### config.mk
export PLATFORM = sky130hd
export DESIGN_NAME = seq_pattern_detector
export DESIGN_NICKNAME = d
export VERILOG_FILES = /design/src/rtl/seq_pattern_detector.sv
export SDC_FILE = /design/constraint.sdc
export NUM_CORES = 1
export LEC_CHECK = 0
export CORE_MARGIN = 10
export CORE_UTILIZATION = 27
export CTS_CLUSTER_DIAMETER = 80
export DETAILED_ROUTE_END_ITERATION = 10
export GPL_TIMING_DRIVEN = 0
export PLACE_DENSITY_LB_ADDON = 0.2
export SKIP_CTS_REPAIR_TIMING = 1
export SLEW_MARGIN = 20
export SYNTH_ARGS = -nofsm -noshare
export SYNTH_HDL_FRONTEND = slang
export SYNTH_SLANG_ARGS = --single-unit
### constraint.sdc
create_clock -name clk -period 4.9 [get_ports clk]
set_input_delay 0.735 -clock clk [delete_from_list [all_inputs] [get_ports clk]]
set_output_delay 0.735 -clock clk [all_outputs]
set_load 0.01 [all_outputs]
### src/rtl/seq_pattern_detector.sv
// Runtime-programmable Mealy serial-pattern detector with input qualifier,
// registered detect pulse and saturating detection counter.
module seq_pattern_detector #(
    parameter int                 MAX_LEN     = 8,
    parameter int                 DEF_LEN     = 5,
    parameter logic [MAX_LEN-1:0] DEF_PATTERN = 'b10110,
    parameter logic               DEF_OVERLAP = 1'b1,
    parameter int                 CNT_W       = 16,
    localparam int                LEN_W       = $clog2(MAX_LEN + 1)
) (
    input  logic               clk,
    input  logic               rst,
    input  logic               in_valid,
    input  logic               in_seq,
    input  logic               cfg_we,
    input  logic [LEN_W-1:0]   cfg_len,
    input  logic [MAX_LEN-1:0] cfg_pattern,
    input  logic               cfg_overlap,
    input  logic               cnt_clr,
    output logic               det_out,
    output logic               det_reg,
    output logic [CNT_W-1:0]   det_cnt
    ,
    output logic               cfg_err
);

    logic [LEN_W-1:0]   len_q, len_d;
    logic [MAX_LEN-1:0] pat_q, pat_d;
    logic               ovl_q, ovl_d;
    logic [MAX_LEN-1:0] hist_q, hist_d;
    logic [LEN_W-1:0]   fill_q, fill_d;
    logic               det_reg_q;
    logic [CNT_W-1:0]   cnt_q, cnt_d;
    logic               err_q, err_d;

    logic [MAX_LEN-1:0] window, mask;
    logic [LEN_W-1:0]   len_m1;
    logic               cfg_ok, match;

    assign len_m1 = len_q - LEN_W'(1);
    assign window = {hist_q[MAX_LEN-2:0], in_seq};
    assign cfg_ok = (cfg_len != '0) && (cfg_len <= LEN_W'(MAX_LEN));

    // Only the low len_q bits of the window take part in the compare.
    always_comb begin
        mask = '0;
        for (int i = 0; i < MAX_LEN; i++)
            mask[i] = (LEN_W'(i) < len_q);
    end

    assign match   = in_valid && (fill_q >= len_m1) && (((window ^ pat_q) & mask) == '0);
    assign det_out = match && rst && !cfg_we;

    always_comb begin
        len_d  = len_q;
        pat_d  = pat_q;
        ovl_d  = ovl_q;
        hist_d = hist_q;
        fill_d = fill_q;
        err_d  = 1'b0;
        cnt_d  = cnt_q;
        if (cfg_we) begin
            if (cfg_ok) begin
                len_d  = cfg_len;
                pat_d  = cfg_pattern;
                ovl_d  = cfg_overlap;
                hist_d = '0;
                fill_d = '0;
            end else begin
                err_d = 1'b1;
            end
        end else if (in_valid) begin
            hist_d = window;
            // Non-overlapping mode needs a full fresh pattern after each hit.
            if (match && !ovl_q)
                fill_d = '0;
            else if (fill_q < len_m1)
                fill_d = fill_q + LEN_W'(1);
            else
                fill_d = len_m1;
        end
        if (cnt_clr)
            cnt_d = '0;
        else if (det_out && (cnt_q != '1))
            cnt_d = cnt_q + CNT_W'(1);
    end

    always_ff @(posedge clk) begin
        if (!rst) begin
            len_q     <= LEN_W'(DEF_LEN);
            pat_q     <= DEF_PATTERN;
            ovl_q     <= DEF_OVERLAP;
            hist_q    <= '0;
            fill_q    <= '0;
            det_reg_q <= 1'b0;
            cnt_q     <= '0;
            err_q     <= 1'b0;
        end else begin
            len_q     <= len_d;
            pat_q     <= pat_d;
            ovl_q     <= ovl_d;
            hist_q    <= hist_d;
            fill_q    <= fill_d;
            det_reg_q <= det_out;
            cnt_q     <= cnt_d;
            err_q     <= err_d;
        end
    end

    assign det_reg = det_reg_q;
    assign det_cnt = cnt_q;
    assign cfg_err = err_q;

endmodule

# Word level (Yosys, flattened, before mapping)
# Index checks and enable logic that the tools add are counted.
# op_classes
add_sub_neg	3
order_cmp	11
eq_ne	2
muxes	9
n_bitwise	3
n_reduce_logical	16
# ops
op	count
$mux W7	3
$mux W4	5
$add A16 B1 Y16 const B	1
$lt A3 B4 Y1 const A	4
$ne A16 B16 Y1 const B	1
$and A8 B8 Y8	1
$logic_not A8 Y1	1
$lt A1 B4 Y1 const A	2
$lt A2 B4 Y1 const A	2
$xor A8 B8 Y8	1
$logic_and A1 B1 Y1	7
$reduce_and A2 Y1	3
$add A4 B1 Y4 const B	1
$ge A4 B4 Y1	1
$le A4 B4 Y1 const B	1
$lt A4 B4 Y1	1
$reduce_bool A4 Y1	1
$sub A4 B1 Y4 const B	1
$logic_not A1 Y1	2
$ne A2 B1 Y1 const B	1
$reduce_bool A2 Y1	1
$reduce_or A2 Y1	1
$mux W1	1
$not A1 Y1	1
# totals
regBits	42
in_bits	19
output_inout_bits	19

# Longest topological paths before layout
# logic_depth
ltp_word	8
depth_mapped	11
mapped_depth_nobuf	10

# Least setup slack after synthesis
# OpenSTA, ideal clock, no wires.
# synth_path
kind	reg-to-output
startpoint	register len_q[0]
endpoint	output port det_out
arrival_time_ps	1963
path_slack_ps	2202
stages_incl_launch_ff	9
path_buffers	1
cell_sequence	dfxtp_1 -> inv_1 -> ha_1 -> ha_1 -> nor2b_1 -> o211ai_2 -> a211oi_4 -> and3_1 -> clkbuf_1
# synth_between
elab_chain_cells	6
# synth_rtl
element	line_no	source
from (decl)	27	logic [LEN_W-1:0] len_q, len_d;
from (signal assigned)	90	len_q <= LEN_W'(DEF_LEN);
from (signal assigned)	99	len_q <= len_d;
$sub A4 B1 Y4 (tied with other cells)	40	assign len_m1 = len_q - LEN_W'(1);
$ge A4 B4 Y1 / $and A8 B8 Y8 (equally long branches)	51	assign match = in_valid && (fill_q >= len_m1) && (((window ^ pat_q) & mask) == '0);
$logic_and A1 B1 Y1 / $logic_not A8 Y1 (equally long branches)	51	
$logic_and A1 B1 Y1 *	51	
$logic_and A1 B1 Y1 * (2 in a row)	52	assign det_out = match && rst && !cfg_we;
to (decl)	20	output logic det_out,
# Mark *: on every way between the ends. The rest lies on a longest branch, timed or not.

# Worst setup path in the final report
# Same ends and word-level chain as after synthesis.

==> run_results.csv <==
group,metric,value,unit
status,status,"finished clean",
drt,firstDrtPassIters,4,
clock_network,cts_num_sinks,42,
sta,hold_violations,0,
grt,grt_pass1_vias,1998,
sta,rsz0062_at_grt,"no",
yosys,ys.flop_type,"dfxtp_1",
die,io_pins,38,
place,place_inst,414,
grt,grt_pass1_wl,9515,um
final_layout,final_util,0.3499,
clock_network,cts_tree,"built",
sta,skew,0.007345,ns
clock_network,clkTransAtPathRegs,0.08,ns
grt,grt_overflow,0,
clock_network,cts_buffers,5,
final_layout,n_antenna_cell,0,
sta,slew_headroom,0.6899,
yosys,yosysWarnings,0,
place,hpwl,4364,um
sta,tns,0,ns
place,port_buffers,37,
grt,grt_start_max_net_pins,14,
pwr,power_density,259.9,mW/mm2
grt,grt_use_total,0.08995,
worst_setup_path,end_kind,"output pin",
die,die_h,111.3,um
yosys,netlist_top_cells_count,"nand2_1 (46), dfxtp_1 (42), nand3_1 (19)",
final_layout,synthToLayoutAreaGrowth,27.21,%
drt,ant_nets,0,
sta,fmax,262.5,MHz
place,gp_congestion,0.7501,
worst_setup_path,cp.arrival,3.07,ns
yosys,ys_top_cells_by_area,"dfxtp_1 (37%), nand2_1 (7.7%), ha_1 (5.6%)",
worst_setup_path,startpoint,"len_q[0]",
drt,vias,1999,
yosys,synthCells,272,
yosys,synth_edf_count,0,
final_layout,layout.cells.non_filler,422,
yosys,syn_area_per_cell,8.266,um2
worst_setup_path,critPathLaunchType,"register",
worst_setup_path,worstPathMaxFanout,6,
yosys,synth_top_area_share,0.3740,
yosys,ys_ff_latch,42,
pwr,p_leak,0.0009530,uW
final_layout,layout-drive-gt1-share,0.06940,
drt,wirelength,5631,um
sta,fin_crit,3.810,ns
die,start_util,0.2750,
clock_network,cts_root_buf,"clkbuf_8",
job,drv_cap,0,
sta,tightest_slew,0.4651,ns
worst_setup_path,ff2ff_path_depth,11,
yosys,yosysMostFrequentCell,"nand2_1",
yosys,ys_seq_area_frac,0.3740,
sta,finalCritPeriodShare,0.7775,
die,rows,33,
final_layout,fillers,879,
pwr,max-vdd-ir-drop,0.1047,mV
die,core,0.008175,mm2
sta,setup_viol,0,
die,dieArea,0.01238,mm2
sta,slew_violations,0,
yosys,ys_types,50,
grt,antenna_found_initial,0,
drt,drtIter0Drc,68,
drt,drt-vias-per-instance,4.737,
yosys,synth-async-reset-ratio,0,
clock_network,ctsHtreeMaxLevel,2,
die,die_x,111.3,um
worst_setup_path,regToRegSetupSlack,2.08,ns
worst_hold_path,hold_class,"register to register",
worst_setup_path,worstPathRequired,4.16,ns
worst_setup_path,timing.rr.end,"det_cnt[0]",
drt,drcViolationCount,0,
worst_setup_path,critPathCapture,"det_out",
clock_network,clk_latency,0.29,ns
worst_setup_path,worstReg2RegStart,"len_q[2]",
yosys,yosysTopAreaCell,"dfxtp_1",
worst_setup_path,crit_type,"register to output pin",
sta,hold_slack,0.4733,ns
clock_network,cts_buffer_depth,2,
final_layout,final_nets,345,
final_layout,largest_reg_flops,16,
yosys,syn_area,0.002248,mm2
yosys,syn_nets,301,
drt,routedWlPerCell,13.34,um
power by group:
| group | internal, uW | switching (uW) | leakage (uW) |
|---|---|---|---|
| registers | 351 | 7.55 | 0.000341 |
| logic | 51.7 | 61.6 | 0.000561 |
| clock network | 152 | 120 | 0.0000514 |
worst min path at each step:
stage | startpoint | to | slack [ns] | depth (start not counted)
after detailed placement | pat_q[0] | pat_q[0] | 0.47 | 2
after CTS | pat_q[0] | pat_q[0] | 0.48 | 2
after floorplan | ovl_q | ovl_q | 0.44 | 2
final | pat_q[0] | pat_q[0] | 0.47 | 2
after global placement | ovl_q | ovl_q | 0.46 | 2
after global routing | ovl_q | ovl_q | 0.50 | 2
cell usage in the layout, fill, tap and decap left out, drive strengths merged, types with 4 or more instances in the layout:
master	n
clkbuf	13
nor3	6
a21boi	13
nor2	14
o31ai	7
a21oi	15
buf	4
and3	4
nand3	19
o21ai	6
or4	6
dfxtp	42
clkdlybuf4s50	37
nand2	47
xnor2	10
o22ai	5
ha	10
nor2b	4
nand4	7
inv	12
cell families (layout without fill, tap and decap cells):
kind of cell             after synthesis  in the layout  share of synthesized area
AND/OR/NAND/NOR                      121            121                     0.2688
AO/OA/AOI/OAI                         62             62                     0.1998
flip-flops                            42             42                     0.3740
buffers and inverters                 24             69                    0.05120
XOR/XNOR                              13             13                    0.05064
adder cells (fa/ha/maj)               10             10                    0.05565
layer usage:
layer	global-route usage	wire (um)	share of wire
met1	0.1121	2776	0.49
met2	0.1481	2619	0.47
met3	0.02489	203	0.036
met4	0.02314	31	0.0055
met5	0	0	0
through the flow:
stage	setup WS, ns	cell area, um2	total power [uW]
2_1_floorplan	2.202	2248	442.3
3_3_place_gp	1.225	2750	479.9
3_5_place_dp	1.214	2750	480.4
4_1_cts	1.078	2860	758.1
5_1_grt	0.8711	2860	783.7
6_report	1.090	2860	743.3
final cells by class:
cell class	instances	area, um2	share of cell area
multi-input cells	206	1292	0.4519
flip-flops and latches	42	840.8	0.2940
repair buffers	37	370.4	0.1295
well taps	105	131.4	0.04593
clock buffers	6	72.57	0.02537
plain buffers	12	70.07	0.02450
inverters	12	45.04	0.01575
clock inverters	2	37.54	0.01312
critical path: stages, from the launching register on:
cell	delay [ns]
dfxtp_1	0.38
inv_1	0.12
ha_1	0.34
ha_1	0.29
nor2b_1	0.15
o211ai_2	0.18
a211oi_4	0.29
and3_1	0.18
clkbuf_1	0.24
clkdlybuf4s50_1	0.60
(Power assumes the default switching activity.)
